**src/rtl/alg_amba_vip_base_vldrdy_downsize_if.sv**
```systemverilog
// Valid/ready bundle for the width downsizer: one wide input channel and one
// narrow output channel. The slave modport is the downsizer's view; the master
// modport is the view of whatever feeds wide beats and consumes narrow ones.
interface alg_amba_vip_base_vldrdy_downsize_if #(
  parameter int RATIO     = 2,
  parameter int OUT_WIDTH = 32
) ();
  localparam int NW = $clog2(RATIO);

  logic                       in_valid;
  logic [RATIO*OUT_WIDTH-1:0] in_data;
  logic [NW-1:0]              in_nslc_m1;
  logic                       in_last;
  logic                       in_ready;

  logic                       out_valid;
  logic [OUT_WIDTH-1:0]       out_data;
  logic                       out_last;
  logic                       out_ready;

  modport slave (
    input  in_valid, in_data, in_nslc_m1, in_last,
    output in_ready,
    output out_valid, out_data, out_last,
    input  out_ready
  );

  modport master (
    output in_valid, in_data, in_nslc_m1, in_last,
    input  in_ready,
    input  out_valid, out_data, out_last,
    output out_ready
  );
endinterface

```
**src/rtl/alg_amba_vip_base_vldrdy_downsize.sv**
```systemverilog
// Valid/ready width downsizer. A wide beat of RATIO slices is captured into a
// holding register and replayed as 1..RATIO narrow beats, one per cycle while
// the consumer is ready. The last slice of a beat can overlap with accepting
// the next wide beat, so a steady stream has no bubbles. All narrow-side
// outputs come straight from registers; the only combinational path between
// the two sides is out_ready -> in_ready.
module alg_amba_vip_base_vldrdy_downsize #(
  parameter int RATIO     = 2,
  parameter int OUT_WIDTH = 32,
  parameter int LSB_FIRST = 1
) (
  input  logic clk,
  input  logic rstn,
  alg_amba_vip_base_vldrdy_downsize_if.slave bus,
  output logic busy
);
  localparam int CW = $clog2(RATIO);
  localparam logic [CW-1:0] MAX_IDX = CW'(RATIO - 1);

  typedef enum logic {
    IDLE = 1'b0,
    SER  = 1'b1
  } state_e;

  state_e                            state_q, state_d;
  logic [RATIO-1:0][OUT_WIDTH-1:0]   hold_data_q, hold_data_d;
  logic [CW-1:0]                     hold_nslc_m1_q, hold_nslc_m1_d;
  logic                              hold_last_q, hold_last_d;
  logic [CW-1:0]                     cnt_q, cnt_d;

  logic          hold_valid;
  logic          slice_done;
  logic          beat_done;
  logic          in_fire;
  logic [CW-1:0] nslc_clamped;
  logic [CW-1:0] idx;

  assign hold_valid = (state_q == SER);

  // Slice-count clamp only exists when the count field can encode values past
  // RATIO-1 (non-power-of-two RATIO); otherwise the field is used as is.
  if (RATIO < (1 << CW)) begin : g_clamp
    assign nslc_clamped = (bus.in_nslc_m1 > MAX_IDX) ? MAX_IDX : bus.in_nslc_m1;
  end else begin : g_no_clamp
    assign nslc_clamped = bus.in_nslc_m1;
  end

  // Slice order: counter position maps to the low slice first, or mirrored.
  if (LSB_FIRST != 0) begin : g_lsb_first
    assign idx = cnt_q;
  end else begin : g_msb_first
    assign idx = MAX_IDX - cnt_q;
  end

  assign slice_done = hold_valid && bus.out_ready;
  assign beat_done  = slice_done && (cnt_q == hold_nslc_m1_q);

  // Ready is held low while reset is asserted so nothing is offered as accepted.
  assign bus.in_ready = rstn && (!hold_valid || beat_done);
  assign in_fire      = bus.in_valid && bus.in_ready;

  assign bus.out_valid = hold_valid;
  assign bus.out_data  = hold_data_q[idx];
  assign bus.out_last  = hold_valid && hold_last_q && (cnt_q == hold_nslc_m1_q);
  assign busy          = hold_valid;

  // Next-state: capture, advance the slice counter, reload or drain.
  always_comb begin
    // NOTE: every variable gets its hold value first so no path leaves it
    // unassigned; that is what keeps this block from inferring latches.
    state_d        = state_q;
    hold_data_d    = hold_data_q;
    hold_nslc_m1_d = hold_nslc_m1_q;
    hold_last_d    = hold_last_q;
    cnt_d          = cnt_q;

    case (state_q)
      IDLE: begin
        if (in_fire) begin
          hold_data_d    = bus.in_data;
          hold_nslc_m1_d = nslc_clamped;
          hold_last_d    = bus.in_last;
          cnt_d          = '0;
          state_d        = SER;
        end
      end
      SER: begin
        if (beat_done) begin
          cnt_d = '0;
          if (bus.in_valid) begin
            hold_data_d    = bus.in_data;
            hold_nslc_m1_d = nslc_clamped;
            hold_last_d    = bus.in_last;
          end else begin
            state_d = IDLE;
          end
        end else if (slice_done) begin
          cnt_d = cnt_q + 1'b1;
        end
      end
      default: state_d = IDLE;
    endcase
  end

  // State register with synchronous active-low reset.
  always_ff @(posedge clk) begin
    // NOTE: sequential state uses non-blocking assignments only, so every flop
    // samples the pre-edge value of every other flop.
    if (!rstn) begin
      state_q        <= IDLE;
      // NOTE: the data holding register is reset as well, because out_data is
      // required to read zero while in reset and it is a wide mux of this word.
      hold_data_q    <= '0;
      hold_nslc_m1_q <= '0;
      hold_last_q    <= 1'b0;
      cnt_q          <= '0;
    end else begin
      state_q        <= state_d;
      hold_data_q    <= hold_data_d;
      hold_nslc_m1_q <= hold_nslc_m1_d;
      hold_last_q    <= hold_last_d;
      cnt_q          <= cnt_d;
    end
  end
endmodule

```
**src/flat_wrapper.sv**
```systemverilog
// flat-port wrapper written by rule: the top's interface ports become plain ports
module alg_amba_vip_base_vldrdy_downsize_flat 
#(
  parameter int RATIO     = 2,
  parameter int OUT_WIDTH = 32,
  parameter int LSB_FIRST = 1
)
  (clk, rstn, busy, bus_in_valid, bus_in_data, bus_in_nslc_m1, bus_in_last, bus_in_ready, bus_out_valid, bus_out_data, bus_out_last, bus_out_ready);
  alg_amba_vip_base_vldrdy_downsize_if #(.RATIO(RATIO), .OUT_WIDTH(OUT_WIDTH)) bus_i ();
  input  logic clk;
  input  logic rstn;
  output logic busy;
  input wire logic [$bits(bus_i.in_valid)-1:0] bus_in_valid;
  input wire logic [$bits(bus_i.in_data)-1:0] bus_in_data;
  input wire logic [$bits(bus_i.in_nslc_m1)-1:0] bus_in_nslc_m1;
  input wire logic [$bits(bus_i.in_last)-1:0] bus_in_last;
  output wire logic [$bits(bus_i.in_ready)-1:0] bus_in_ready;
  output wire logic [$bits(bus_i.out_valid)-1:0] bus_out_valid;
  output wire logic [$bits(bus_i.out_data)-1:0] bus_out_data;
  output wire logic [$bits(bus_i.out_last)-1:0] bus_out_last;
  input wire logic [$bits(bus_i.out_ready)-1:0] bus_out_ready;
  assign bus_i.in_valid = bus_in_valid;
  assign bus_i.in_data = bus_in_data;
  assign bus_i.in_nslc_m1 = bus_in_nslc_m1;
  assign bus_i.in_last = bus_in_last;
  assign bus_in_ready = bus_i.in_ready;
  assign bus_out_valid = bus_i.out_valid;
  assign bus_out_data = bus_i.out_data;
  assign bus_out_last = bus_i.out_last;
  assign bus_i.out_ready = bus_out_ready;
  alg_amba_vip_base_vldrdy_downsize #(.RATIO(RATIO), .OUT_WIDTH(OUT_WIDTH), .LSB_FIRST(LSB_FIRST)) u_core (.clk(clk), .rstn(rstn), .bus(bus_i), .busy(busy));
endmodule
```
**config.mk**
```make
export PLATFORM = sky130hd
export DESIGN_NAME = alg_amba_vip_base_vldrdy_downsize_flat
export DESIGN_NICKNAME = d
export VERILOG_FILES = /design/src/rtl/alg_amba_vip_base_vldrdy_downsize_if.sv /design/src/rtl/alg_amba_vip_base_vldrdy_downsize.sv /design/src/flat_wrapper.sv
export SDC_FILE = /design/constraint.sdc
export NUM_CORES = 1
export LEC_CHECK = 0
export ABC_CLOCK_PERIOD_IN_PS = 1500
export BUFFER_PORTS_ARGS = -buffer_cell sky130_fd_sc_hd__buf_2
export CORE_ASPECT_RATIO = 0.8
export CORE_MARGIN = 8
export CORE_UTILIZATION = 45
export CTS_CLUSTER_SIZE = 28
export DETAILED_ROUTE_END_ITERATION = 12
export GPL_TIMING_DRIVEN = 0
export PLACE_DENSITY = 0.76
export SYNTH_ARGS = -nofsm -noshare
export SYNTH_HDL_FRONTEND = slang
export SYNTH_SLANG_ARGS = --single-unit
```
**constraint.sdc**
```tcl
create_clock -name clk -period 1.5 [get_ports clk]
set_input_delay 0.3 -clock clk [delete_from_list [all_inputs] [get_ports clk]]
set_output_delay 0.3 -clock clk [all_outputs]
set_load 0.01 [all_outputs]
```
==> summary.md <==
| Metric | Value |
|---|---|
| Hold WC Path Type | `in2reg` |
| Clk buf depth | `2` |
| RSZ-0062 raised after global routing | `true` |
| Clock Tree Root | `clkbuf_8` |
| TritonCTS buffer count | `9` |
| # IOs | `106` |
| Slew margin rel. | `65.3%` |
| FF+latch count, synth | `68` |
| Cts hold-fix bufs | `0` |
| Clock share of power | `30.6%` |
| TritonCTS clock tree | `yes` |
| Die Area | `9870 µm²` |
| Worst-Skew Late Latency | `0.34 ns` |
| Mean Syn Cell Area | `9.26 µm²` |
| Post-layout instance count excluding filler cells | `559` |
| Worst setup SP type | `flip-flop` |
| Seq pwr share | `48.0%` |
| Initial antenna violation count | `0` |
| First-pass GRT wire length | `15.0 mm` |
| Layout cell share with drive strength beyond 1 | `39.8%` |
| Buf/Inv on CP | `3` |
| CP required | `1.20 ns` |
| Post-Syn Area | `3120 µm²` |
| Vias | `2800` |
| H-tree Lvls | `3` |
| Tightest Pin Transition | `0.521 ns` |
| Sequential area share after synthesis | `43.6%` |
| Fmax | `0.572 GHz` |
| GRT Total Usage | `19.0%` |
| Logic pwr share | `21.4%` |
| Most frequent cell after synthesis | `nand2_1` |
| Routed WL | `9.76 mm` |
| Sink Count | `68` |
| Yosys warnings | `0` |
| Crit path time final | `1.75 ns` |
| Period utilization | `116%` |
| First-pass DRT Iterations | `4` |
| CP max FO | `8` |
| Post-route DRC | `0` |
| Post-synth top area share | `43.6%` |
| Ys async rst share | `0%` |
| Total gr overflow | `0` |
| Final Net Count | `539` |
| Sw Share | `26.2%` |
| Initial Utilization | `46.0%` |
| PwrDens | `871 nW/µm²` |
| MaxCap Viol Count | `0` |
| Final Power | `4.13 mW` |
| Die X | `109 µm` |
| Leak pwr | `2.11 nW` |
| Die Y | `90.5 µm` |
| Antenna Cells | `0` |
| Critical path class | `reg2out` |
| Critical Path End Type | `output pin` |
| Core ar. | `6790 µm²` |
| Internal | `3.05 mW` |
| Total net switching power | `1.08 mW` |
| Crit-path cells | `buf_12, clkbuf_16, mux2_4, buf_6` |
| Critical Path AT | `1.45 ns` |
| Syn_nets | `407` |
| Setup_tns | `-13.73 ns` |
| Rows | `27` |
| Largest net degree at the start of global routing | `11` |
| VDD IR max | `563 µV` |
| GPL Wtd Cong | `0.755` |
| Failing checks | `setup timing` |
| Slew Viols, Final | `0` |
| Fill cells | `515` |
| Worst-path clk slew | `0.07 ns` |
| P&R area growth vs syn | `51.7%` |
| CP delay by family, top | `buffers and inverters` |
| Yosys top cell by area | `dfxtp_1` |
| Slowest Stage Delay on Critical Path | `0.35 ns` |
| Vias/cell | `5.01` |
| Commonest cells in the netlist | `nand2_1, dfxtp_1, mux2i_1` |
| Slowest CP cell | `dfxtp_2` |
| Post-synth EDFFs | `0` |
| Drt wl/cell | `17.5 µm` |
| Post-route ant nets | `0` |
| Count of cell types in the netlist | `16` |
| First DRT Iteration DRCs | `152` |
| Final setup fails | `100` |
| Vias in the first global route | `3095` |
| Area contributors post-synth | `dfxtp_1, mux2i_1, nand2_1` |
| Hold Vio Cnt, Final | `0` |
| Post-synth top flop | `dfxtp_1` |
| Worst setup margin | `-0.247 ns` |
| Cell count after synthesis | `337` |
| I/O Buffers | `104` |
| Final Skew | `0.00729 ns` |
| Status | `finished, violations left` |
| Placed insts | `528` |
| Final Util | `69.8%` |
| HPWL after detailed placement | `6.11 mm` |
## worst min-delay path, cell delays in order
cell,delay (ns)
buf_2,0.10
nand2_1,0.04
mux2i_1,0.05
## worst paths after layout
| kind | from | endpoint | slack (ns) | depth (start not counted) |
|---|---|---|---|---|
| setup / recovery | u_core.cnt_q | bus_out_data[15] | -0.25 | 4 |
| hold / removal | bus_in_data[17] | u_core.hold_data_q[17] | 0.20 | 3 |
| setup reg to reg | u_core.cnt_q | u_core.hold_data_q[62] | -0.14 | 7 |
| hold reg to reg | u_core.hold_data_q[13] | u_core.hold_data_q[13] | 0.46 | 2 |
## power by group through the flow
stage               sequential [mW]  clock, mW  combinational [mW]
global route                   1.99       1.37               0.943
global placement               2.01          0               0.595
finish                         1.98       1.26               0.882
CTS                            1.98       1.28               0.768
detailed placement             2.01          0               0.607
floorplan                      2.00          0               0.385
## area by class of cell
type	instances	area, µm²	area share [%]
clock inverter	3	15.0	0.317
sequential	68	1360	28.8
multi-input combinational	241	1750	37.0
clock buffer	11	141	2.98
tap	87	109	2.30
timing repair buffer	121	1040	22.1
buffer	28	312	6.58
## registers in the layout, summed over array words and instances, names as in the netlist
signal                 flops
u_core.hold_data_q        64
u_core.bus.out_valid       1
u_core.cnt_q               1
u_core.hold_last_q         1
u_core.hold_nslc_m1_q      1
## placed cells by master, fill, tap and decap left out
cell type	Yosys	final
nand2_1	133	133
buf_2	1	73
dfxtp_1	68	66
mux2i_1	67	65
buf_6	5	37
mux2_4	0	32
clkbuf_1	18	13
clkbuf_16	0	11
clkbuf_8	0	11
buf_12	0	7
buf_8	0	3
clkinv_2	0	3
mux2i_2	0	2
buf_4	4	2
dfxtp_2	0	2
xnor2_4	0	1
a21boi_2	0	1
clkbuf_2	0	1
clkbuf_4	0	1
nor2b_1	1	1
and3_1	1	1
and3b_1	1	1
a41o_1	1	1
o21a_1	1	1
nand4b_1	1	1
a21boi_0	2	1
buf_16	0	1
## cell families (layout without fill, tap and decap cells)
kind of cell              Yosys count  after routing  share of synthesized area [%]
muxes                              99             99                           33.0
AOI/OAI and AO/OA                   4              4                           1.04
buffers and inverters              28            163                           5.09
xor gates and xnor gates            1              1                          0.281
DFF                                68             68                           43.6
and+or+nand+nor                   137            137                           17.0
## through the flow
| stage | instance area (µm²) | setup WS (ns) | hold slack, ns |
|---|---|---|---|
| 3_5_place_dp | 3750 | -0.389 | 0.445 |
| 4_1_cts | 4490 | -0.233 | 0.188 |
| 3_3_place_gp | 3750 | -0.379 | 0.440 |
| 6_report | 4740 | -0.247 | 0.202 |
| 2_1_floorplan | 3120 | 0.0187 | 0.424 |
| 5_1_grt | 4740 | -0.301 | 0.189 |
## repair_timing
item / in CTS / in global routing
hold endpoints to repair: 0 / 0
resized for setup: 100 / 19
pin swaps: 0 / 4
endpoints found under the setup margin: 100 / 100
gates cloned: 4 / 6
setup buffers: 2 / 5
## per-layer routing
metal  vias up  global-route usage (%)  wire (µm)
met4         0                    3.07         70
met3         8                    7.06        791
met2        98                    30.4       4630
li1       1371                       -          -
met1      1323                    23.8       4270
met5         -                       0          0
No activity file was read; power rests on OpenSTA's default activity.
